--- config.mk ---
export PLATFORM = sky130hd
export DESIGN_NAME = wb_sdram_bridge
export DESIGN_NICKNAME = d
export VERILOG_FILES = /design/src/rtl/wb_sdram_bridge.sv
export SDC_FILE = /design/constraint.sdc
export NUM_CORES = 1
export LEC_CHECK = 0
export CAP_MARGIN = 20
export CORE_ASPECT_RATIO = 0.75
export CORE_MARGIN = 2
export CORE_UTILIZATION = 51
export CTS_CLUSTER_DIAMETER = 40
export DETAILED_ROUTE_END_ITERATION = 12
export PLACE_DENSITY = 0.87
export SETUP_SLACK_MARGIN = 0.05
export SYNTH_ARGS = -nofsm -noshare
export SYNTH_HDL_FRONTEND = slang
export SYNTH_SLANG_ARGS = --single-unit
export TNS_END_PERCENT = 10
--- constraint.sdc ---
create_clock -name clk -period 5.7 [get_ports clk]
set_clock_uncertainty 0.05 [all_clocks]
set_input_delay 0.855 -clock clk [delete_from_list [all_inputs] [get_ports clk]]
set_output_delay 0.855 -clock clk [all_outputs]
set_load 0.05 [all_outputs]
--- src/rtl/wb_sdram_bridge.sv ---
// Wishbone classic slave to SDRAM controller bridge.
// Bursts sequential Wishbone writes into the controller's write FIFO and
// streams sequential reads out of its read FIFO; any break in sequence
// closes the current SDRAM command, which is then followed by a drain
// (writes) and a restart gap before the next command is opened.
//
// Ports:
//   clk, rst            clock, synchronous active-high reset
//   wbs_*               Wishbone classic slave (32-bit data, word address)
//   sdram_ready         controller initialised; low forces IDLE
//   app_write_enable    write command enable (held through drain)
//   app_read_enable     read command enable
//   app_address         burst start word address
//   app_write_pulse     one-cycle push of app_write_data/app_write_mask
//   write_fifo_full     controller write FIFO full
//   app_read_pulse      one-cycle pop; app_read_data valid the next cycle
//   read_fifo_empty     controller read FIFO empty
module wb_sdram_bridge #(
  parameter int unsigned DRAIN_CYCLES = 32,
  parameter int unsigned RESTART_GAP  = 4,
  parameter int unsigned READ_TIMEOUT = 1024
) (
  input  logic        clk,
  input  logic        rst,
  input  logic        wbs_cyc_i,
  input  logic        wbs_stb_i,
  input  logic        wbs_we_i,
  input  logic [3:0]  wbs_sel_i,
  input  logic [31:0] wbs_adr_i,
  input  logic [31:0] wbs_dat_i,
  output logic [31:0] wbs_dat_o,
  output logic        wbs_ack_o,
  output logic        wbs_err_o,
  input  logic        sdram_ready,
  output logic        app_write_enable,
  output logic        app_read_enable,
  output logic [21:0] app_address,
  output logic        app_write_pulse,
  output logic [31:0] app_write_data,
  output logic [3:0]  app_write_mask,
  input  logic        write_fifo_full,
  output logic        app_read_pulse,
  input  logic [31:0] app_read_data,
  input  logic        read_fifo_empty
);

  localparam int unsigned MAX_DG = (DRAIN_CYCLES > RESTART_GAP) ? DRAIN_CYCLES : RESTART_GAP;
  localparam int unsigned MAX_C  = (MAX_DG > READ_TIMEOUT) ? MAX_DG : READ_TIMEOUT;
  localparam int unsigned CW     = $clog2(MAX_C + 1);

  localparam logic [CW-1:0] DRAIN_LAST = CW'(DRAIN_CYCLES - 1);
  localparam logic [CW-1:0] GAP_LAST   = CW'(RESTART_GAP - 1);
  localparam logic [CW-1:0] TO_LAST    = CW'(READ_TIMEOUT - 1);

  typedef enum logic [2:0] {
    IDLE,
    WRITE,
    WRITE_DRAIN,
    READ_WAIT,
    READ_POP,
    READ_CAPTURE,
    GAP
  } state_t;

  state_t      state_q, state_d;
  logic [CW-1:0] cnt_q, cnt_d;
  logic [21:0] expected_q, expected_d;
  logic        first_q, first_d;

  logic [31:0] dat_d;
  logic        ack_d, err_d;
  logic        wen_d, ren_d;
  logic [21:0] addr_d;
  logic        wpulse_d, rpulse_d;
  logic [31:0] wdata_d;
  logic [3:0]  wmask_d;

  logic        req;
  logic [21:0] adr22;
  logic        addr_match;
  logic        unused_adr;

  assign req        = wbs_cyc_i & wbs_stb_i & ~wbs_ack_o & ~wbs_err_o;
  assign adr22      = wbs_adr_i[21:0];
  assign addr_match = (adr22 == expected_q);
  assign unused_adr = ^wbs_adr_i[31:22];

  always_ff @(posedge clk) begin
    if (rst) begin
      state_q          <= IDLE;
      cnt_q            <= '0;
      expected_q       <= '0;
      first_q          <= 1'b0;
      wbs_dat_o        <= '0;
      wbs_ack_o        <= 1'b0;
      wbs_err_o        <= 1'b0;
      app_write_enable <= 1'b0;
      app_read_enable  <= 1'b0;
      app_address      <= '0;
      app_write_pulse  <= 1'b0;
      app_write_data   <= '0;
      app_write_mask   <= '0;
      app_read_pulse   <= 1'b0;
    end else begin
      state_q          <= state_d;
      cnt_q            <= cnt_d;
      expected_q       <= expected_d;
      first_q          <= first_d;
      wbs_dat_o        <= dat_d;
      wbs_ack_o        <= ack_d;
      wbs_err_o        <= err_d;
      app_write_enable <= wen_d;
      app_read_enable  <= ren_d;
      app_address      <= addr_d;
      app_write_pulse  <= wpulse_d;
      app_write_data   <= wdata_d;
      app_write_mask   <= wmask_d;
      app_read_pulse   <= rpulse_d;
    end
  end

  always_comb begin
    state_d    = state_q;
    cnt_d      = cnt_q;
    expected_d = expected_q;
    first_d    = first_q;
    dat_d      = wbs_dat_o;
    ack_d      = 1'b0;
    err_d      = 1'b0;
    wen_d      = app_write_enable;
    ren_d      = app_read_enable;
    addr_d     = app_address;
    wpulse_d   = 1'b0;
    wdata_d    = app_write_data;
    wmask_d    = app_write_mask;
    rpulse_d   = 1'b0;

    if (!sdram_ready) begin
      state_d = IDLE;
      cnt_d   = '0;
      wen_d   = 1'b0;
      ren_d   = 1'b0;
    end else begin
      case (state_q)
        IDLE: begin
          if (req) begin
            addr_d = adr22;
            cnt_d  = '0;
            if (wbs_we_i) begin
              expected_d = adr22 + 22'd1;
              first_d    = 1'b1;
              wen_d      = 1'b1;
              state_d    = WRITE;
            end else begin
              expected_d = adr22;
              ren_d      = 1'b1;
              state_d    = READ_WAIT;
            end
          end
        end

        WRITE: begin
          if (!wbs_cyc_i || (req && (!wbs_we_i || !(first_q || addr_match)))) begin
            state_d = WRITE_DRAIN;
            cnt_d   = '0;
          end else if (req && !write_fifo_full) begin
            // The opening request already set expected to adr+1, so every
            // push simply re-derives it from the accepted address.
            wpulse_d   = 1'b1;
            wdata_d    = wbs_dat_i;
            wmask_d    = ~wbs_sel_i;
            ack_d      = 1'b1;
            expected_d = adr22 + 22'd1;
            first_d    = 1'b0;
          end
        end

        WRITE_DRAIN: begin
          if (cnt_q == DRAIN_LAST) begin
            wen_d   = 1'b0;
            cnt_d   = '0;
            state_d = GAP;
          end else begin
            cnt_d = cnt_q + CW'(1);
          end
        end

        GAP: begin
          wen_d = 1'b0;
          ren_d = 1'b0;
          if (cnt_q == GAP_LAST) begin
            cnt_d   = '0;
            state_d = IDLE;
          end else begin
            cnt_d = cnt_q + CW'(1);
          end
        end

        READ_WAIT: begin
          if (!wbs_cyc_i || (req && (wbs_we_i || !addr_match))) begin
            ren_d   = 1'b0;
            cnt_d   = '0;
            state_d = GAP;
          end else if (!read_fifo_empty) begin
            rpulse_d = 1'b1;
            cnt_d    = '0;
            state_d  = READ_POP;
          end else if (cnt_q == TO_LAST) begin
            err_d   = 1'b1;
            ren_d   = 1'b0;
            cnt_d   = '0;
            state_d = GAP;
          end else begin
            cnt_d = cnt_q + CW'(1);
          end
        end

        READ_POP: begin
          state_d = READ_CAPTURE;
        end

        READ_CAPTURE: begin
          cnt_d = '0;
          if (req && !wbs_we_i && addr_match) begin
            dat_d      = app_read_data;
            ack_d      = 1'b1;
            expected_d = expected_q + 22'd1;
            state_d    = READ_WAIT;
          end else begin
            ren_d   = 1'b0;
            state_d = GAP;
          end
        end

        default: begin
          state_d = IDLE;
          cnt_d   = '0;
          wen_d   = 1'b0;
          ren_d   = 1'b0;
        end
      endcase
    end
  end

endmodule

Word level (Yosys, flattened, before mapping)
Index checks and enable logic that the tools add are counted.
Operators by class
  $add $sub $neg: 3
  multiply operators: 0
  div/mod/pow operators: 0
  magnitude comparators: 0
  equal/unequal tests: 23
  shift-type cells: 0
  mux-type cells: 44
  bitwise gates (word level): 14
  reduce and logical (&&, ||, !) cells: 33
Operators by type and width (count)
  22-bit two-way mux: 5
  11-bit two-way mux: 7
  11-bit case mux with 6 select lines: 1
  22-bit case mux with 3 select lines: 1
  22-bit by 1-bit adder with 22-bit output, second input constant: 2
  3-bit two-way mux: 8
  22-bit equality test: 1
  3-bit case mux with 7 select lines: 1
  2-bit != test, second input constant: 10
  6-bit AND reduction: 3
  1-bit two-way mux: 16
  11-bit by 1-bit adder with 11-bit output, second input constant: 1
  11-bit by 10-bit equality test with 1-bit output, second input constant: 1
  11-bit by 2-bit equality test with 1-bit output, second input constant: 1
  11-bit by 5-bit equality test with 1-bit output, second input constant: 1
  1-bit NOT: 10
  3-bit equality test, second input constant: 3
  3-bit AND reduction: 3
  4-bit AND reduction: 2
  4-bit OR reduction: 2
  3-bit by 2-bit equality test with 1-bit output, second input constant: 2
  3-bit != test, second input constant: 2
  3-bit OR reduction: 2
  1-bit logical AND: 5
  other kinds (16): 27
Storage, ports and cells
  flip-flop bits (word level): 133
  bits in latches: 0
  memory bits (writable): 0
  ROM bits: 0
  input port bits: 108
  output and inout port bits: 96
  word-level logic and storage cells: 131
  memories: 0

Depth between registers and ports, before layout
  depth after elaboration: 8
  mapped depth: 10

Least setup slack after synthesis
No wires, ideal clock.
  kind: input port to flip-flop
  from: input port wbs_adr_i[6]
  to: register app_write_data[31]
  setup time: 128 ps
  arrival time: 2665 ps
  required time: 5522 ps
  path slack: 2858 ps
  stages on the path: 9
  buffers on the path: 2
  path through: buf_2 -> xnor2_1 -> nand4_1 -> nor4_4 -> a21oi_2 -> nor3_4 -> buf_4 -> mux2i_1 -> nor2_1
On the way
  word-level cells in the longest chain between the ends: 8
Ends and longest elaborated chain
  start, declared: line 29  | input logic [31:0] wbs_adr_i,
  22-bit equality test: line 85  | assign addr_match = (adr22 == expected_q);
  1-bit logical OR: line 163  | if (!wbs_cyc_i || (req && (!wbs_we_i || !(first_q || addr_match)))) begin
  1-bit logical NOT: line 163
  1-bit logical OR: line 163
  1-bit logical AND: line 163
  1-bit logical OR: line 163
  1-bit NOT (no line)
  4-bit AND reduction (no line)
  end signal, assigned: line 116  | app_write_data <= wdata_d;
  end, declared: line 39  | output logic [31:0] app_write_data,
Every way passes these cells.
A chain may end at the register's enable or synchronous reset.

Worst setup path after layout
  from: input port wbs_cyc_i
  to: register expected_q[15]
On the way
  word-level cells in the longest chain between the ends: 7
  elaborated cells between the ends (all ways): 14
Ends and longest elaborated chain
  start, declared: line 25  | input logic wbs_cyc_i,
  1-bit bitwise AND (3 in series): line 83  | assign req = wbs_cyc_i & wbs_stb_i & ~wbs_ack_o & ~wbs_err_o;
  1-bit logical AND, on equally long branches: line 224, 163
  1-bit logical AND / 1-bit logical OR (equally long branches): line 224, 163
  2-bit != test (no line)
  6-bit AND reduction (no line) *
  end signal, assigned: line 107  | expected_q <= expected_d;
  end, declared: line 67  | logic [21:0] expected_q, expected_d;
Mark *: on every way between the ends. The rest lies on a longest branch, timed or not.

==> metrics <==
Cell Rows=35; Routed WL=19030 microns; Max Fclk=0.2737 GHz; Tot GR Track Use=0.2751; setup violators final=0; Clock Tree Buf Depth=2; post-CTS sizing=0; post-synthesis sequential area ratio=0.4081; Static Leak=3.003 nW; synth top area cells=dfxtp_1 (41%), nand2_1 (9.7%), a21oi_1 (6.6%); hold buffers post-CTS=0; WHS=0.3973 ns; initial antenna violation count=0; Reg2Reg Depth=7; Max stage delay on crit path=0.59 ns; Pins Over Slew Limit=0; type of origin of the critical path=input port; Avg WL per Cell=16.39 microns; Vert. Die Dim=101.9 microns; cts bufs inserted=17; Remaining DRCs=0; Starting Density=0.5264; cell accounting for the most synthesized area=dfxtp_1; worst path bufs/invs=1; DIE WIDTH=134.6 microns; Syn Inst Count=819; Worst-path clk slew=0.06 ns; share of layout cells above drive strength 1=0.06231; Syn Std Cell Area=6524 sq um; FF-to-FF setup slack=2.68 ns; post-CTS setup buffers=0; FILL cells=955; prevailing post-synth register cell=dfxtp_1; Cell Pwr Density=256.2 nW/um^2; htree depth=4; crit path max fanout=19; WP data required=5.96 ns; worst setup path startpoint=wbs_cyc_i; R2R Path Start=state_q[2]; pin count of the biggest net entering global routing=66; worst setup path endpoint=expected_q[15]; maxcap violations=0; status=completed; core outline area=12390 sq um; vias per std cell=5.767; post-synth top area share=0.4081; Avg Synthesized Cell Area=7.966 sq um; Final min period=3.654 ns; crit-path cells=clkdlybuf4s50_1 -> nand4bb_1 -> or3_1 -> nor4_4 -> a21boi_2 -> a21oi_4 -> nor2_1 -> a2111oi_2; RSZ-0062 raised after global routing=false; io pins=204; worst vdd ir=0.1978 mV; Total Die Area=13720 sq um; syn_nets=930; Ys Warns=0; Top Family by Delay on Critical Path=simple AND/OR/NAND/NOR gates; Yosys cell types=62; first-pass detailed-route iteration total=5; Final period util=0.6410; clock sink total=133; actual slew at the worst max-slew pin=0.9565 ns; Rel. slew slack=0.3574; Critical R2R Capture=expected_q[18]; remaining antenna violation count=0; Layout area overhead=39.11%; HPWL after DPL=13230 microns; setup TNS=0 ns; Worst setup EP type=flip-flop; Arr. time, crit path=3.92 ns; #FFs+latches synth=133; FFs w/ async S/R, synth=0; CTS tree=done; first-pass GRT wire length=30400 microns; clk_lat worst skew=0.42 ns; I/O Buffers=193; GP Congestion=0.8932; worst setup path class=in -> reg; GRT overflow=0; Worst path slowest cell=clkdlybuf4s50_1; diode count=0; nets=1093; Hold Crit Class=reg -> reg; initial DRC count=523; Final Hold Fails=0; vias in the first global route=6055; EDFF count, synth=0; Crit path depth=8; via count=6696; CTS root buffer=clkbuf_16
-- Yosys cell counts (3+ instances only) --
library cell  count
nand2_1         168
dfxtp_1         133
a21oi_1          86
nor2_1           71
clkbuf_1         40
o21ai_0          39
mux2i_1          33
xnor2_1          31
nand3_1          28
nor3_1           14
and3_1           13
nand4_1          12
xor2_1           12
buf_2            11
a31oi_1          10
nor2b_1           9
inv_1             8
a211oi_1          7
o32ai_1           6
and4_1            5
o211ai_1          5
a211oi_2          4
a31o_2            4
and2_1            4
nor4_1            4
o22ai_1           4
or3_1             4
a221oi_1          3
buf_6             3
ha_1              3
nand3b_1          3
or2_2             3
-- placed cells by master, fill, tap and decap left out, types with 3 or more instances in the layout --
| cell | n |
|---|---|
| a211oi_1 | 7 |
| a211oi_2 | 4 |
| a21oi_1 | 86 |
| a221oi_1 | 3 |
| a31o_2 | 4 |
| a31oi_1 | 10 |
| and2_1 | 4 |
| and3_1 | 13 |
| and4_1 | 5 |
| buf_4 | 7 |
| bufinv_16 | 3 |
| clkbuf_16 | 17 |
| clkdlybuf4s50_1 | 192 |
| clkinvlp_4 | 3 |
| dfxtp_1 | 133 |
| ha_1 | 3 |
| inv_1 | 8 |
| inv_6 | 4 |
| mux2i_1 | 33 |
| nand2_1 | 168 |
| nand3_1 | 28 |
| nand3b_1 | 3 |
| nand4_1 | 12 |
| nor2_1 | 69 |
| nor2b_1 | 9 |
| nor3_1 | 14 |
| nor4_1 | 4 |
| o211ai_1 | 5 |
| o21ai_0 | 39 |
| o22ai_1 | 4 |
| o32ai_1 | 6 |
| or2_2 | 3 |
| or3_1 | 4 |
| xnor2_1 | 31 |
| xor2_1 | 12 |
-- state kept, by name, summed over array words and instances, names as in the netlist, 3 cells and up --
name            flops
expected_q         22
wbs_dat_o          32
app_write_data     32
cnt_q              11
state_q             3
app_address        22
app_write_mask      4
-- tightest hold or removal path, stage by stage (launching register included) --
cell	delay (ns)
dfxtp_1	0.31
nand2_1	0.05
a21oi_1	0.05
-- metrics by stage --
| stage | cells | util | total power, mW | worst slack [ns] | instance area, sq um |
|---|---|---|---|---|---|
| 2_1_floorplan | 819 | - | 1.089 | 2.858 | 6524 |
| 3_3_place_gp | 1128 | 0.6824 | 1.197 | 1.558 | 8457 |
| 3_5_place_dp | 1128 | 0.6824 | 1.201 | 1.517 | 8457 |
| 4_1_cts | 1160 | 0.7319 | 2.338 | 1.944 | 9070 |
| 5_1_grt | 1161 | 0.7323 | 2.404 | 1.923 | 9075 |
| 6_report | 1161 | 0.7323 | 2.325 | 2.046 | 9075 |
-- metal layers --
layer / share of wire / routed length [microns] / global-route usage
met1: 0.45 / 8510 / 0.3744
met2: 0.44 / 8409 / 0.4270
met3: 0.092 / 1760 / 0.07143
met4: 0.018 / 349 / 0.09717
met5: 0 / 0 / 0
-- how the worst min path moves through the flow --
stage	start	endpoint	cells past startpoint
final	app_address[7]	app_address[7]	2
after global routing	wbs_dat_o[3]	wbs_dat_o[3]	2
after CTS	app_address[7]	app_address[7]	2
after detailed placement	wbs_dat_o[14]	wbs_dat_o[14]	2
after global placement	app_address[4]	app_address[4]	2
after floorplan	cnt_q[9]	cnt_q[9]	2
-- cell type report --
class / count / area [sq um] / share of cell area
inverter: 8 / 30.03 / 0.003309
tap: 166 / 207.7 / 0.02289
timing repair buffer: 200 / 1979 / 0.2181
sequential: 133 / 2663 / 0.2934
clock buffer: 19 / 442.9 / 0.04881
clock inverter: 13 / 170.2 / 0.01875
multi-input combinational: 622 / 3582 / 0.3947
-- where the power goes --
group	switching [mW]	internal [mW]	total, mW
Combinational	0.118	0.108	0.225
Sequential	0.0174	0.943	0.961
Clock	0.433	0.706	1.14
-- logic make-up (layout without fill, tap and decap cells) --
logic type | Yosys count | after routing | synth area share
AOI/OAI and AO/OA | 194 | 194 | 0.1880
xor gates and xnor gates | 43 | 43 | 0.05773
adders and majority gates | 3 | 3 | 0.005754
buffers and inverters | 64 | 240 | 0.04353
DFF | 133 | 133 | 0.4081
muxes | 33 | 33 | 0.05063
and+or+nand+nor | 349 | 349 | 0.2463
Power figures use the tool's default switching activity.
